--- src/rtl/reg_write_arbiter_if.sv ---
// reg_write_arbiter_if: request/grant bus between the datapath write sources
// and the shared-register write arbiter.
//
// Handshake: a requester raises req[i] with data_in[i] and holds both stable
// until it sees ack while grant[i] is high, then drops req[i] in the cycle
// after ack. grant is one-hot (or zero when idle) and ack is a single-cycle
// pulse that marks the edge on which reg_q took the granted data.
// state_dbg mirrors the arbiter FSM encoding (0 IDLE, 1 GRANT, 2 WRITE).
interface reg_write_arbiter_if #(
    parameter int WIDTH   = 8,
    parameter int NUM_REQ = 4
);
    logic [NUM_REQ-1:0]       req;
    logic [NUM_REQ*WIDTH-1:0] data_in;
    logic                     lock;
    logic [NUM_REQ-1:0]       grant;
    logic                     ack;
    logic [WIDTH-1:0]         reg_q;
    logic                     busy;
    logic [1:0]               state_dbg;

    // Requester side.
    modport master (
        output req, data_in, lock,
        input  grant, ack, reg_q, busy, state_dbg
    );

    // Arbiter side.
    modport slave (
        input  req, data_in, lock,
        output grant, ack, reg_q, busy, state_dbg
    );
endinterface

--- src/rtl/reg_write_arbiter.sv ---
// reg_write_arbiter: round-robin write arbiter in front of one WIDTH-bit
// architectural register. A winner is granted on one edge, its data is
// committed (with ack) on the next, and the arbiter re-arbitrates straight
// out of WRITE so distinct requesters sustain one write every two cycles.
// The winner of a write is masked during that re-arbitration, so a single
// requester cannot own the register twice in a row.
//
// Optional feature macro: REG_ARB_LOCK_EN. When defined, a winner holding
// lock and req through its WRITE cycle goes straight back to GRANT without
// advancing the priority pointer. When undefined, lock is ignored.
module reg_write_arbiter #(
    parameter int               WIDTH       = 8,
    parameter int               NUM_REQ     = 4,
    parameter logic [WIDTH-1:0] RESET_VALUE = '0
) (
    input logic                clock,
    input logic                reset_n,
    reg_write_arbiter_if.slave bus
);

    localparam int PTR_W = (NUM_REQ > 1) ? $clog2(NUM_REQ) : 1;

    typedef enum logic [1:0] {
        IDLE  = 2'd0,
        GRANT = 2'd1,
        WRITE = 2'd2
    } state_t;

    state_t               state_q, state_d;
    logic [NUM_REQ-1:0]   grant_q, grant_d;
    logic [PTR_W-1:0]     winner_q, winner_d;
    logic [PTR_W-1:0]     ptr_q, ptr_d;
    logic                 ack_q, ack_d;
    logic                 busy_q, busy_d;
    logic [WIDTH-1:0]     reg_val_q, reg_val_d;

    logic [PTR_W:0]       pick_idle;
    logic [PTR_W:0]       pick_rearb;
    logic [PTR_W-1:0]     ptr_after;
    logic [WIDTH-1:0]     winner_data;
    logic                 relock;

    // Round-robin pick: first set bit at or above p, wrapping past NUM_REQ-1.
    // Result MSB flags that something was found; low bits are the index.
    function automatic logic [PTR_W:0] rr_pick(
        input logic [NUM_REQ-1:0] r,
        input logic [PTR_W-1:0]   p
    );
        logic [PTR_W:0] res;
        int             idx;
        res = '0;
        // Scan from the farthest candidate down so the nearest one wins.
        for (int k = NUM_REQ - 1; k >= 0; k--) begin
            idx = (int'(p) + k) % NUM_REQ;
            if (r[idx]) begin
                res = {1'b1, PTR_W'(idx)};
            end
        end
        return res;
    endfunction

    function automatic logic [NUM_REQ-1:0] to_onehot(input logic [PTR_W-1:0] i);
        logic [NUM_REQ-1:0] v;
        v    = '0;
        v[i] = 1'b1;
        return v;
    endfunction

    // Pointer value that takes effect once the current winner has written.
    assign ptr_after   = (winner_q == PTR_W'(NUM_REQ - 1)) ? '0 : winner_q + 1'b1;
    assign winner_data = bus.data_in[int'(winner_q) * WIDTH +: WIDTH];

    // Winner re-entering GRANT under lock; constant zero without the feature.
`ifdef REG_ARB_LOCK_EN
    assign relock = bus.lock & bus.req[winner_q];
`else
    assign relock = 1'b0;
`endif

    // Arbitration candidates: fresh pick from IDLE, masked pick from WRITE.
    assign pick_idle  = rr_pick(bus.req, ptr_q);
    assign pick_rearb = rr_pick(bus.req & ~grant_q, ptr_after);

    // Next-state, grant, pointer and register update.
    always_comb begin
        state_d   = state_q;
        grant_d   = grant_q;
        winner_d  = winner_q;
        ptr_d     = ptr_q;
        ack_d     = 1'b0;
        reg_val_d = reg_val_q;

        unique case (state_q)
            IDLE: begin
                if (pick_idle[PTR_W]) begin
                    state_d  = GRANT;
                    winner_d = pick_idle[PTR_W-1:0];
                    grant_d  = to_onehot(pick_idle[PTR_W-1:0]);
                end
            end

            GRANT: begin
                if (bus.req[winner_q]) begin
                    // Commit; grant stays with the winner through WRITE.
                    state_d   = WRITE;
                    reg_val_d = winner_data;
                    ack_d     = 1'b1;
                end else begin
                    // Requester withdrew: drop ownership, pointer untouched.
                    state_d = IDLE;
                    grant_d = '0;
                end
            end

            WRITE: begin
                if (relock) begin
                    // Locked owner keeps the register; pointer not advanced.
                    state_d = GRANT;
                end else begin
                    ptr_d = ptr_after;
                    if (pick_rearb[PTR_W]) begin
                        state_d  = GRANT;
                        winner_d = pick_rearb[PTR_W-1:0];
                        grant_d  = to_onehot(pick_rearb[PTR_W-1:0]);
                    end else begin
                        state_d = IDLE;
                        grant_d = '0;
                    end
                end
            end

            default: begin
                state_d = IDLE;
                grant_d = '0;
            end
        endcase

        busy_d = (state_d != IDLE);
    end

    // State and output registers; reset discards any in-flight write.
    always_ff @(posedge clock or negedge reset_n) begin
        if (!reset_n) begin
            state_q   <= IDLE;
            grant_q   <= '0;
            winner_q  <= '0;
            ptr_q     <= '0;
            ack_q     <= 1'b0;
            busy_q    <= 1'b0;
            reg_val_q <= RESET_VALUE;
        end else begin
            state_q   <= state_d;
            grant_q   <= grant_d;
            winner_q  <= winner_d;
            ptr_q     <= ptr_d;
            ack_q     <= ack_d;
            busy_q    <= busy_d;
            reg_val_q <= reg_val_d;
        end
    end

    assign bus.grant     = grant_q;
    assign bus.ack       = ack_q;
    assign bus.busy      = busy_q;
    assign bus.reg_q     = reg_val_q;
    assign bus.state_dbg = state_q;

endmodule

--- src/flat_wrapper.sv ---
// flat-port wrapper written by rule: the top's interface ports become plain ports
module reg_write_arbiter_flat 
#(
    parameter int               WIDTH       = 8,
    parameter int               NUM_REQ     = 4,
    parameter logic [WIDTH-1:0] RESET_VALUE = '0
)
  (clock, reset_n, bus_req, bus_data_in, bus_lock, bus_grant, bus_ack, bus_reg_q, bus_busy, bus_state_dbg);
  reg_write_arbiter_if #(.WIDTH(WIDTH), .NUM_REQ(NUM_REQ)) bus_i ();
  input logic clock;
  input logic reset_n;
  input wire logic [$bits(bus_i.req)-1:0] bus_req;
  input wire logic [$bits(bus_i.data_in)-1:0] bus_data_in;
  input wire logic [$bits(bus_i.lock)-1:0] bus_lock;
  output wire logic [$bits(bus_i.grant)-1:0] bus_grant;
  output wire logic [$bits(bus_i.ack)-1:0] bus_ack;
  output wire logic [$bits(bus_i.reg_q)-1:0] bus_reg_q;
  output wire logic [$bits(bus_i.busy)-1:0] bus_busy;
  output wire logic [$bits(bus_i.state_dbg)-1:0] bus_state_dbg;
  assign bus_i.req = bus_req;
  assign bus_i.data_in = bus_data_in;
  assign bus_i.lock = bus_lock;
  assign bus_grant = bus_i.grant;
  assign bus_ack = bus_i.ack;
  assign bus_reg_q = bus_i.reg_q;
  assign bus_busy = bus_i.busy;
  assign bus_state_dbg = bus_i.state_dbg;
  reg_write_arbiter #(.WIDTH(WIDTH), .NUM_REQ(NUM_REQ), .RESET_VALUE(RESET_VALUE)) u_core (.clock(clock), .reset_n(reset_n), .bus(bus_i));
endmodule
--- config.mk ---
export PLATFORM = sky130hd
export DESIGN_NAME = reg_write_arbiter_flat
export DESIGN_NICKNAME = d
export VERILOG_FILES = /design/src/rtl/reg_write_arbiter_if.sv /design/src/rtl/reg_write_arbiter.sv /design/src/flat_wrapper.sv
export SDC_FILE = /design/constraint.sdc
export NUM_CORES = 1
export LEC_CHECK = 0
export BUFFER_PORTS_ARGS = -buffer_cell sky130_fd_sc_hd__clkbuf_2
export CAP_MARGIN = 20
export CORE_ASPECT_RATIO = 0.6
export CORE_UTILIZATION = 50
export CTS_CLUSTER_SIZE = 10
export DETAILED_ROUTE_END_ITERATION = 16
export GPL_TIMING_DRIVEN = 0
export PLACE_DENSITY_LB_ADDON = 0.15
export SETUP_SLACK_MARGIN = 0.1
export SLEW_MARGIN = 20
export SYNTH_ARGS = -nofsm -noshare
export SYNTH_HDL_FRONTEND = slang
export SYNTH_SLANG_ARGS = --single-unit
export TNS_END_PERCENT = 20
--- constraint.sdc ---
create_clock -name clock -period 4.2 [get_ports clock]
set_clock_uncertainty 0.2 [all_clocks]
set_input_delay 0.84 -clock clock [delete_from_list [all_inputs] [get_ports clock]]
set_output_delay 0.84 -clock clock [all_outputs]
set_load 0.05 [all_outputs]
# Word level (Yosys, flattened, before mapping)

Cells that the tools add are included.

Latch bits: 0
Bits in writable memories: 0
Register bits: 20
Bits in read-only memories: 0
Word-level logic and storage cells: 106
Output and inout port bits: 16
Memories: 0
Input port bits: 39

Bitwise operators: 8
Shift-type cells: 1
Div/mod/pow operators: 0
Reduce and logical (&&, ||, !) cells: 14
Muxes and demuxes: 50
Add/sub/neg operators: 7
Magnitude comparators: 13
Multiply operators: 0
Eq/ne operators: 6

Operators by type and width:

| cell                | number |
|---|---|
| $shiftx 32x6->8     | 1 |
| $lt 3x4->1 const B  | 6 |
| $mux 3              | 8 |
| $mux 1              | 20 |
| $bmux 1 s2          | 9 |
| $lt 2x3->1 const B  | 5 |
| $mux 4              | 3 |
| $pmux 4 s3          | 1 |
| $reduce_or 2->1     | 6 |
| $mux 2              | 5 |
| $add 2x2->2 const B | 4 |
| $add 2x1->2 const B | 3 |
| $and 1x1->1 const A | 6 |
| $pmux 2 s3          | 1 |
| $and 4x4->4         | 1 |
| $demux 1 s2         | 2 |
| $eq 2x2->1 const B  | 2 |
| $ge 2x1->1 const B  | 2 |
| $ne 2x1->1 const B  | 2 |
| $not 4->4           | 1 |
| $pmux 2 s2          | 1 |
| $reduce_and 2->1    | 2 |
| $reduce_bool 2->1   | 2 |
| $reduce_and 3->1    | 1 |
| 4 further kinds     | 5 |

# Logic depth before layout (Yosys ltp)

Gate-level depths: netlist of the first run.

Depth in word-level cells: 18
Depth in mapped cells: 7
Gate-level depth less buffers: 6

# Worst setup path before layout of the first run

No wires, ideal clock.

Path kind: input to register
From: input bus_req[1]
To: register u_core.grant_q[0] (netlist: u_core.bus.grant[0])
Path slack: 1.925 ns
Stages on the path: 5
Path buffers: 0
Setup time: 0.086 ns
Arrival: 1.989 ns
Data required time: 3.914 ns
Cell sequence: and2b_1 -> a21o_1 -> and3b_1 -> or4_4 -> o221ai_2

Cells in the longest elaborated chain, start to end: 14
Elaborated cells on any way between the ends: 49
Classes of those cells: order compare (4); eq/ne (2); mux (39); bitwise (1); reduce/logical (3)

Ends and longest elaborated chain:

| what                                                           | line                     | source |
|---|---|---|
| from (decl)                                                    | flat_wrapper.sv:12       | `input wire logic [$bits(bus_i.req)-1:0] bus_req;` |
| $and 4x4->4                                                    | reg_write_arbiter.sv:82  | `assign pick_rearb = rr_pick(bus.req & ~grant_q, ptr_after);` |
| $bmux 1 s2                                                     | reg_write_arbiter.sv:55  | `if (r[idx]) begin` |
| $mux 1 (not written as such) (2 in a row)                      | reg_write_arbiter.sv:55  |  |
| $mux 3 (4 in a row)                                            | reg_write_arbiter.sv:55  |  |
| $lt 2x3->1 (not written as such) or $ge 2x1->1 (tied branches) | reg_write_arbiter.sv:65  | `v[i] = 1'b1;` |
| $logic_and 1x1->1 (not written as such)                        | reg_write_arbiter.sv:65  |  |
| $mux 1 (not written as such)                                   | reg_write_arbiter.sv:65  |  |
| $demux 1 s2                                                    | n/a                      |  |
| $mux 4                                                         | reg_write_arbiter.sv:121 | `if (pick_rearb[PTR_W]) begin` |
| $pmux 4 s3                                                     | reg_write_arbiter.sv:93  | `unique case (state_q)` |
| to (signal assigned)                                           | reg_write_arbiter.sv:153 | `grant_q <= grant_d;` |
| to (decl)                                                      | reg_write_arbiter.sv:30  | `logic [NUM_REQ-1:0] grant_q, grant_d;` |

Parallel ways exist; a longest one is shown, timed or not. The select of a mux whose other input is x is not followed.
A chain may end at the register's enable or synchronous reset.

# Worst setup path in the final report of the first run

From: input bus_req[1]
To: register u_core.grant_q[2] (netlist: u_core.bus.grant[2])

Same word-level chain as after synthesis.

==> flow_summary.yaml, run 1 <==
sta:
  hold_violations: 0
  relSlewSlack_pct: 59.2
  grt_setup_unrepaired: "no"
  period_minus_slack_ps: 2270
  tns_ps: 0
  fmax_mhz: 441
  setup_viol: 0
  finalCritPeriodShare_pct: 54.0
  report.final.slew_viol_count: 0
  worst-slew-pin-transition_ps: 608
placement:
  io_buffers: 53
  gp_congestion: 1.02
  dpl.hpwl_mm: 2.47
clock_network:
  cts_tree: "yes"
  ctsHoldBuffers: 0
  clock-root-buffer: "clkbuf_8"
  clock_sinks: 20
  clk_latency_ps: 260
  clockBufferDepth: 2
  cts_resized: 0
  clkTransAtPathRegs_ps: 70
  cts_buffers: 3
  postCtsSetupRepairBufs: 0
  h-tree-depth: 1
power:
  switching_power_uw: 699
  p_int_uw: 706
  p_comb_share_pct: 64.3
  p_leak_nw: 0.780
  clock_power_share_pct: 10.6
  total_power_mw: 1.41
  power_density_nw_per_um2: 862
  power_frac_seq_pct: 25.1
  vdd_drop_max_mv: 0.434
  p_sw_share_pct: 49.7
floorplan:
  die_w_um: 67.1
  floorplan.core_area_um2: 2280
  die_area_um2: 2760
  io_pins: 55
  die_h_um: 41.1
  start_util_pct: 55.9
  rows: 13
setup_path:
  endpoint: "u_core.bus.grant[2]"
  start_kind: "input pin"
  rrSetupSlack_ps: 1960
  cp-end-kind: "flip-flop"
  cp.arrival_ps: 2260
  worstPathMaxFanout: 6
  crit_required_ps: 4190
  ff2ff_path_depth: 5
  r2r_end: "u_core.bus.reg_q[3]"
  timing_worst_setup_path_type: "in -> reg"
  cp-startpoint: "bus_req[1]"
  reg2reg_from: "u_core.bus.state_dbg[1]"
detailed_routing:
  first_pass_iters: 4
  drc_errors: 0
  drtIter0Drc: 67
  dr_total_vias: 1196
  vias_per_cell: 6.04
  drtAntennaViolNets: 0
  drt-total-wl_mm: 3.11
  wl_per_cell_um: 15.7
grt:
  overflow: 0
  grt.total_usage_pct: 26.0
  grt_first_pass_wirelength_mm: 4.91
  grt_max_degree: 21
  antenna_found_initial: 0
  grt_pass1_vias: 1069
logic_synthesis:
  syn-cell-area_um2: 1270
  yosys_warnings: 0
  synthCells: 111
  synthFlopType: "dfrtp_1"
  synth_top_cells_by_area: "dfrtp_1 (39%), mux4_2 (14%), mux2_2 (8.0%)"
  async_flop_share_pct: 100
  synth_edf_count: 0
  synth.distinct_cells: 41
  synth_top_area_share_pct: 39.3
  synth_fp_nets: 151
  synth_seq_cells: 20
  synth_top_area_cell: "dfrtp_1"
  synth.avg_cell_area_um2: 11.5
  yosysSeqAreaShare_pct: 39.3
cells_and_area:
  finalNetCount: 209
  area_delta_synth_final_pct: 28.1
  drive_gt1_share_pct: 49.4
  antenna_cells: 0
hold_path:
  hold_path_class: "reg -> reg"
flow_run:
  cap_violations: 0
outcome:
  status: "finished clean"
## cells by family (layout without fill, tap and decap cells)
group | after synthesis | after routing | share of synthesized area, %
simple gates | 39 | 39 | 17.5
compound gates | 25 | 25 | 15.7
flops | 20 | 20 | 39.3
mux | 19 | 19 | 23.7
buf+inv | 7 | 64 | 2.75
fa+ha+maj | 1 | 1 | 0.983
## cell usage in the layout (no fill, tap or decap), types with 2 or more instances in the layout
cell type	instances
nor3_1	2
nand3b_1	3
clkbuf_1	2
dfrtp_1	20
mux4_2	8
clkbuf_8	4
o21ai_0	3
buf_4	2
and2b_1	4
mux2_2	9
nand2b_1	4
clkbuf_2	53
nor2_1	7
o221ai_2	2
mux2i_1	2
o22ai_1	2
or2_1	2
a211oi_1	3
a21oi_1	4
inv_1	2
nand2_1	8
## cell type report
| cell class | instances | area, µm² |
|---|---|---|
| Clock buffer | 4 | 55.1 |
| Tap cell | 30 | 37.5 |
| Fill cell | 187 | 647 |
| Timing Repair Buffer | 53 | 265 |
| Buffer | 5 | 27.5 |
| Multi-Input combinational cell | 84 | 737 |
| Inverter | 2 | 7.51 |
| Sequential cell | 20 | 500 |
## per-layer routing
metal	vias up	global-route usage, %	wire (µm)
met5	-	0	0
met2	81	43.8	1420
met4	0	9.04	53
met1	566	33.0	1300
li1	538	-	-
met3	11	7.50	346
## cells in the mapped netlist, types with 3 or more instances
library cell	count
nand3b_1	3
a211oi_1	3
nand2_1	8
mux2_2	9
nor2_1	7
nand2b_1	4
dfrtp_1	20
a21oi_1	4
mux4_2	8
and2b_1	4
o21ai_0	3
## sequential cells by signal, summed over array words and instances (netlist names)
name / flops
u_core.bus.state_dbg: 2
u_core.bus.grant: 4
u_core.bus.reg_q: 8
u_core.bus.ack: 1
u_core.bus.busy: 1
u_core.winner_q: 2
u_core.ptr_q: 2
## metrics by stage
stage          util, %  worst slack [ps]  instances  hold slack (ps)  instance area (µm²)
2_1_floorplan        -              1920        111              305                 1270
3_3_place_gp      69.2              1700        194              289                 1580
3_5_place_dp      69.2              1650        194              296                 1580
4_1_cts           71.6              1920        198              312                 1630
5_1_grt           71.6              1830        198              332                 1630
6_report          71.6              1930        198              307                 1630
## how the worst min path moves through the flow
stage | start | to | cells past startpoint
floorplan | u_core.ptr_q[1] | u_core.ptr_q[1] | 2
global placement | u_core.bus.reg_q[5] | u_core.bus.reg_q[5] | 1
detailed placement | u_core.bus.reg_q[4] | u_core.bus.reg_q[4] | 1
CTS | u_core.bus.reg_q[4] | u_core.bus.reg_q[4] | 1
global route | u_core.bus.reg_q[5] | u_core.bus.reg_q[5] | 1
finish | u_core.bus.reg_q[5] | u_core.bus.reg_q[5] | 1
## power groups by stage
stage	registers (mW)	clock network [mW]	logic, mW
floorplan	0.596	0	0.457
global placement	0.352	0	0.871
detailed placement	0.355	0	0.899
CTS	0.352	0.150	0.901
global route	0.368	0.159	0.967
finish	0.353	0.150	0.903
## worst max-delay path: stages
cell and delay (ps):
clkbuf_2 130, and2b_1 230, a21o_1 210, and3b_1 160
or4_4 510, o221ai_2 170
No activity file was read; power rests on OpenSTA's default activity.
==> run 2: changes to the inputs <==
--- a/config.mk
+++ b/config.mk
@@ -8,7 +8,7 @@
 export BUFFER_PORTS_ARGS = -buffer_cell sky130_fd_sc_hd__clkbuf_2
 export CAP_MARGIN = 20
 export CORE_ASPECT_RATIO = 0.6
-export CORE_UTILIZATION = 50
+export CORE_UTILIZATION = 47
 export CTS_CLUSTER_SIZE = 10
 export DETAILED_ROUTE_END_ITERATION = 16
 export GPL_TIMING_DRIVEN = 0
==> constraint.sdc (replaced) <==
create_clock -name clock -period 2.1 [get_ports clock]
set_clock_uncertainty 0.2 [all_clocks]
set_input_delay 0.42 -clock clock [delete_from_list [all_inputs] [get_ports clock]]
set_output_delay 0.42 -clock clock [all_outputs]
set_load 0.05 [all_outputs]
==> run 2 against run 1 <==
Compared with the run above:
- critical path depth rose by 1
- largest power group unchanged
- sequential cell count did not move
- highest routed layer unchanged
- critical endpoint is now u_core.bus.grant[3]
- setup slack got worse by 1900 ps
- critical path type is now reg -> reg
- first-iteration DRC count rose by 81%
==> flow_summary.yaml, run 2 (same netlist as run 1, synthesis figures left out) <==
cells_and_area:
  largest_reg_flops: 8
  layout_commonest_cell: "clkbuf_2"
  drive_gt1_share_pct: 59.0
  antenna_cells: 0
  fin_cells: 205
  finalNetCount: 214
  area_delta_synth_final_pct: 41.9
  final_cell_mix: "clkbuf_2 (53), dfrtp_1 (15), mux2_4 (9)"
setup_path:
  cp.arrival_ps: 2020
  start_kind: "flip-flop"
  crit_chain: "ha_2 -> or2_1 -> buf_6 -> and2_4 -> o32ai_4 -> nor2_1 -> a221o_1"
  worstPathMaxFanout: 6
  timing_worst_setup_path_type: "reg -> reg"
  max_stage_delay_ps: 430
  reg2reg_from: "u_core.winner_q[0]"
  cp-end-kind: "flip-flop"
  rrSetupSlack_ps: 20
  ff2ff_path_depth: 7
  slowest_stage: "dfrtp_1"
  crit_required_ps: 2040
  r2r_end: "u_core.bus.grant[3]"
placement:
  placed_cells: 196
  dpl.hpwl_mm: 2.40
  gp_congestion: 1.03
  io_buffers: 53
grt:
  grt.total_usage_pct: 25.4
  met1_usage_pct: 34.2
  grt.busiest_layer: "met2"
  use_met3_pct: 9.86
  grt_first_pass_wirelength_mm: 5.51
  use_met2_pct: 36.7
  grt_pass1_vias: 1177
  antenna_found_initial: 0
  overflow: 0
  grt_max_degree: 21
sta:
  hold_violations: 0
  finalCritPeriodShare_pct: 99.0
  hold_slack_ps: 313
  relSlewSlack_pct: 62.3
  report.final.slew_viol_count: 0
  grt_setup_unrepaired: "yes"
  tns_ps: 0
  setup_viol: 0
  fmax_mhz: 481
  worst-slew-pin-transition_ps: 560
  period_minus_slack_ps: 2080
clock_network:
  clockBufferDepth: 2
  clock_sinks: 20
  clkTransAtPathRegs_ps: 80
  cts_buffers: 3
  h-tree-depth: 1
  cts_tree: "yes"
  clk_latency_ps: 260
  clock-root-buffer: "clkbuf_8"
power:
  p_comb_share_pct: 67.9
  p_leak_nw: 0.851
  power_density_nw_per_um2: 1780
  p_sw_share_pct: 47.6
  switching_power_mw: 1.53
  total_power_mw: 3.21
  clock_power_share_pct: 9.4
  vdd_drop_max_mv: 0.861
  power_frac_seq_pct: 22.7
  p_int_mw: 1.68
floorplan:
  die_w_um: 69.2
  die_area_um2: 2930
  floorplan.core_area_um2: 2540
  io_pins: 55
  rows: 14
  die_h_um: 42.3
  start_util_pct: 50.1
detailed_routing:
  wl_per_cell_um: 16.6
  drtIter0Drc: 121
  drc_errors: 0
  vias_per_cell: 5.84
  dr_total_vias: 1197
  drtAntennaViolNets: 0
  first_pass_iters: 4
  drt-total-wl_mm: 3.41
hold_path:
  min_from: "u_core.bus.reg_q[2]"
  min_path_cells: 1
  hold_path_class: "reg -> reg"
  timing.hold.worst_endpoint: "u_core.bus.reg_q[2]"
outcome:
  status: "finished clean"
flow_run:
  cap_violations: 0
run 2: cell types whose count changed in the layout (fill, tap and decap cells not counted), moves of 5 or more:
| cell | before | now |
|---|---|---|
| dfrtp_1 | 20 | 15 |
| dfrtp_2 | 0 | 5 |
| mux2_2 | 9 | 0 |
| mux2_4 | 0 | 9 |
run 2: how the worst max path moves through the flow:
stage	endpoint	cells after the start	start	slack (ps)
after CTS	u_core.bus.grant[3]	7	u_core.winner_q[1]	4
after floorplan	u_core.bus.grant[3]	7	u_core.winner_q[0]	90
after global placement	u_core.bus.grant[3]	7	u_core.winner_q[0]	-30
after detailed placement	u_core.bus.grant[3]	7	u_core.winner_q[0]	-90
final	u_core.bus.grant[3]	7	u_core.winner_q[0]	20
after global routing	u_core.bus.grant[3]	7	u_core.winner_q[0]	-10
run 2: what timing repair did:
item,CTS,global route
endpoints found under the setup margin,13,15
hold buffers,1,0
gates resized for setup,9,18
buffers inserted,2,2
pin swaps,6,5
hold endpoints to repair,20,0
run 2: layout make-up:
class,instances,area [µm²]
Multi-Input combinational cell,84,831
Fill cell,194,734
Sequential cell,20,507
Timing Repair Buffer,58,305
Buffer,5,60.1
Clock buffer,4,55.1
Tap cell,32,40.0
Inverter,2,7.51
run 2: stage by stage:
step                utilization [%]  setup slack, ps  instance area (µm²)
floorplan                         -             90.1                 1300
global placement               63.3            -29.7                 1610
detailed placement             63.3            -90.7                 1610
CTS                            67.9             4.29                 1720
global route                   71.1            -14.3                 1810
finish                         71.1             20.0                 1810
run 2: metal layers:
metal | vias to the layer above | part of all wire [%]
met3 | 5 | 7.3
met5 | - | 0
met1 | 586 | 45
li1 | 555 | -
met4 | 0 | 1.1
met2 | 51 | 46
run 2: power groups by stage:
stage,sequential [mW],clock [mW],combinational [mW]
after global routing,0.756,0.326,2.33
after detailed placement,0.728,0,1.82
after CTS,0.716,0.300,1.97
after floorplan,1.20,0,0.950
after global placement,0.716,0,1.78
final,0.728,0.302,2.18
run 2: worst max-delay path: cells and delay by family, from the launching register on:
kind	cells	cell delay (ps)
flops	1	430
compound gates	2	560
buf+inv	1	140
fa+ha+maj	1	180
simple gates	3	470
==> run 3: changes to the inputs <==
==> constraint.sdc (replaced) <==
create_clock -name clock -period 2.1 [get_ports clock]
set_clock_uncertainty 0.2 [all_clocks]
set_input_delay 0.42 -clock clock [delete_from_list [all_inputs] [get_ports clock]]
set_output_delay 0.42 -clock clock [all_outputs]
set_load 0.1 [all_outputs]
==> run 3 against run 2 <==
Compared with the run above:
- final area up 1.7%
- via count up 1.1%
- first-iteration DRC count down 36%
- global-route usage down 1.1 points
- die area unchanged
- utilization up 1.2 points
- fmax up 2.0%
- sequential cell count unchanged
==> flow_summary.yaml, run 3 (same netlist as run 1, synthesis figures left out) <==
outcome:
  status: "finished clean"
setup_path:
  crit_chain: "ha_2 -> or2_1 -> buf_6 -> buf_4 -> a211o_1 -> a2bb2oi_1 -> nor2_1 -> a221o_1"
  cp-end-kind: "flip-flop"
  start_kind: "flip-flop"
  timing_worst_setup_path_type: "reg -> reg"
  worstPathMaxFanout: 4
  critPathBufInv: 2
  cp.arrival_ps: 2030
  max_stage_delay_ps: 410
  path_delay_family: "compound AO/OA/AOI/OAI gates"
  slowest_stage: "dfrtp_1"
  crit_required_ps: 2090
grt:
  antenna_found_initial: 0
  grt_first_pass_wirelength_mm: 5.33
  grt_max_degree: 21
  overflow: 0
  grt_pass1_vias: 1095
  grt.total_usage_pct: 24.3
hold_path:
  hold_path_class: "reg -> reg"
cells_and_area:
  seq_area_um2: 518
  fillCellCount: 203
  finalNetCount: 215
  drive_gt1_share_pct: 59.2
  final_cell_mix: "clkbuf_2 (54), dfrtp_1 (14), mux4_2 (8), mux2_4 (8), nand2_1 (8)"
  multi_input_area_um2: 831
  antenna_cells: 0
  layout_commonest_cell: "clkbuf_2"
  utilization_pct: 72.3
  largest_reg_flops: 8
  area_delta_synth_final_pct: 44.3
detailed_routing:
  vias_per_cell: 5.87
  drtIter0Drc: 78
  drc_errors: 0
  drt-total-wl_mm: 3.41
  first_pass_iters: 4
  drtAntennaViolNets: 0
  wl_per_cell_um: 16.6
  dr_total_vias: 1210
clock_network:
  clk_latency_ps: 270
  h-tree-depth: 1
  cts_buffers: 3
  clock_sinks: 20
  clockBufferDepth: 2
  clock-root-buffer: "clkbuf_8"
  clkTransAtPathRegs_ps: 90
  cts_tree: "yes"
floorplan:
  die_area_um2: 2930
  die_h_um: 42.3
  floorplan.core_area_um2: 2540
  rows: 14
  die_w_um: 69.2
  start_util_pct: 50.1
  io_pins: 55
sta:
  report.final.slew_viol_count: 0
  tns_ps: 0
  finalCritPeriodShare_pct: 97.1
  fmax_mhz: 490
  setup_viol: 0
  hold_violations: 0
  period_minus_slack_ps: 2040
  relSlewSlack_pct: 63.1
  worst-slew-pin-transition_ps: 551
  grt_setup_unrepaired: "yes"
flow_run:
  cap_violations: 0
placement:
  gp_congestion: 0.962
  dpl.hpwl_mm: 2.63
  io_buffers: 53
==> run 3: area by class of cell <==
cell class | instances | area share (%)
Inverter | 2 | 0.409
Buffer | 5 | 3.07
Sequential cell | 20 | 28.2
Clock inverter | 1 | 1.63
Multi-Input combinational cell | 84 | 45.2
Tap cell | 32 | 2.18
Clock buffer | 3 | 2.25
Timing Repair Buffer | 59 | 17.0
==> run 3: per-layer routing <==
layer / global-route usage, % / up-vias / part of all wire (%)
li1: - / 555 / -
met1: 35.0 / 604 / 45
met2: 36.7 / 47 / 48
met3: 6.49 / 4 / 6.3
met4: 6.53 / 0 / 0.76
met5: 0 / - / 0
==> run 3: stage by stage <==
step	hold WS [ps]	setup WS, ps	instances	cell area (µm²)
finish	320	60.0	206	1840
CTS	320	26.3	205	1790
global route	342	16.4	206	1840
global placement	195	-49.0	196	1650
floorplan	-75.6	-9.91	111	1340
detailed placement	208	-50.1	196	1650
==> run 3: worst paths after layout <==
| check | cells after the start | slack (ps) | to | start |
|---|---|---|---|---|
| setup / recovery | 8 | 60 | u_core.bus.grant[3] | u_core.winner_q[1] |
| max in group asynchronous | 2 | 860 | u_core.bus.grant[2] | reset_n |
| hold reg to reg | 1 | 320 | u_core.bus.reg_q[0] | u_core.bus.reg_q[0] |
| min in group asynchronous | 2 | 440 | u_core.bus.reg_q[1] | reset_n |
| hold / removal | 1 | 320 | u_core.bus.reg_q[0] | u_core.bus.reg_q[0] |
| setup reg to reg | 8 | 60 | u_core.bus.grant[3] | u_core.winner_q[1] |
==> run 3: timing repair <==
item                       in CTS  in global routing
gates cloned                    0                  1
setup endpoints to repair      13                 15
pin swaps                       2                  2
buffers inserted                4                  0
hold buffers                    1                  0
gates resized for setup         8                  9
hold endpoints to repair       20                  0
Power of run 3 is left out: the tool's default activity adds up to more than one toggle a clock period on the data nets, which glitch-free logic cannot reach.
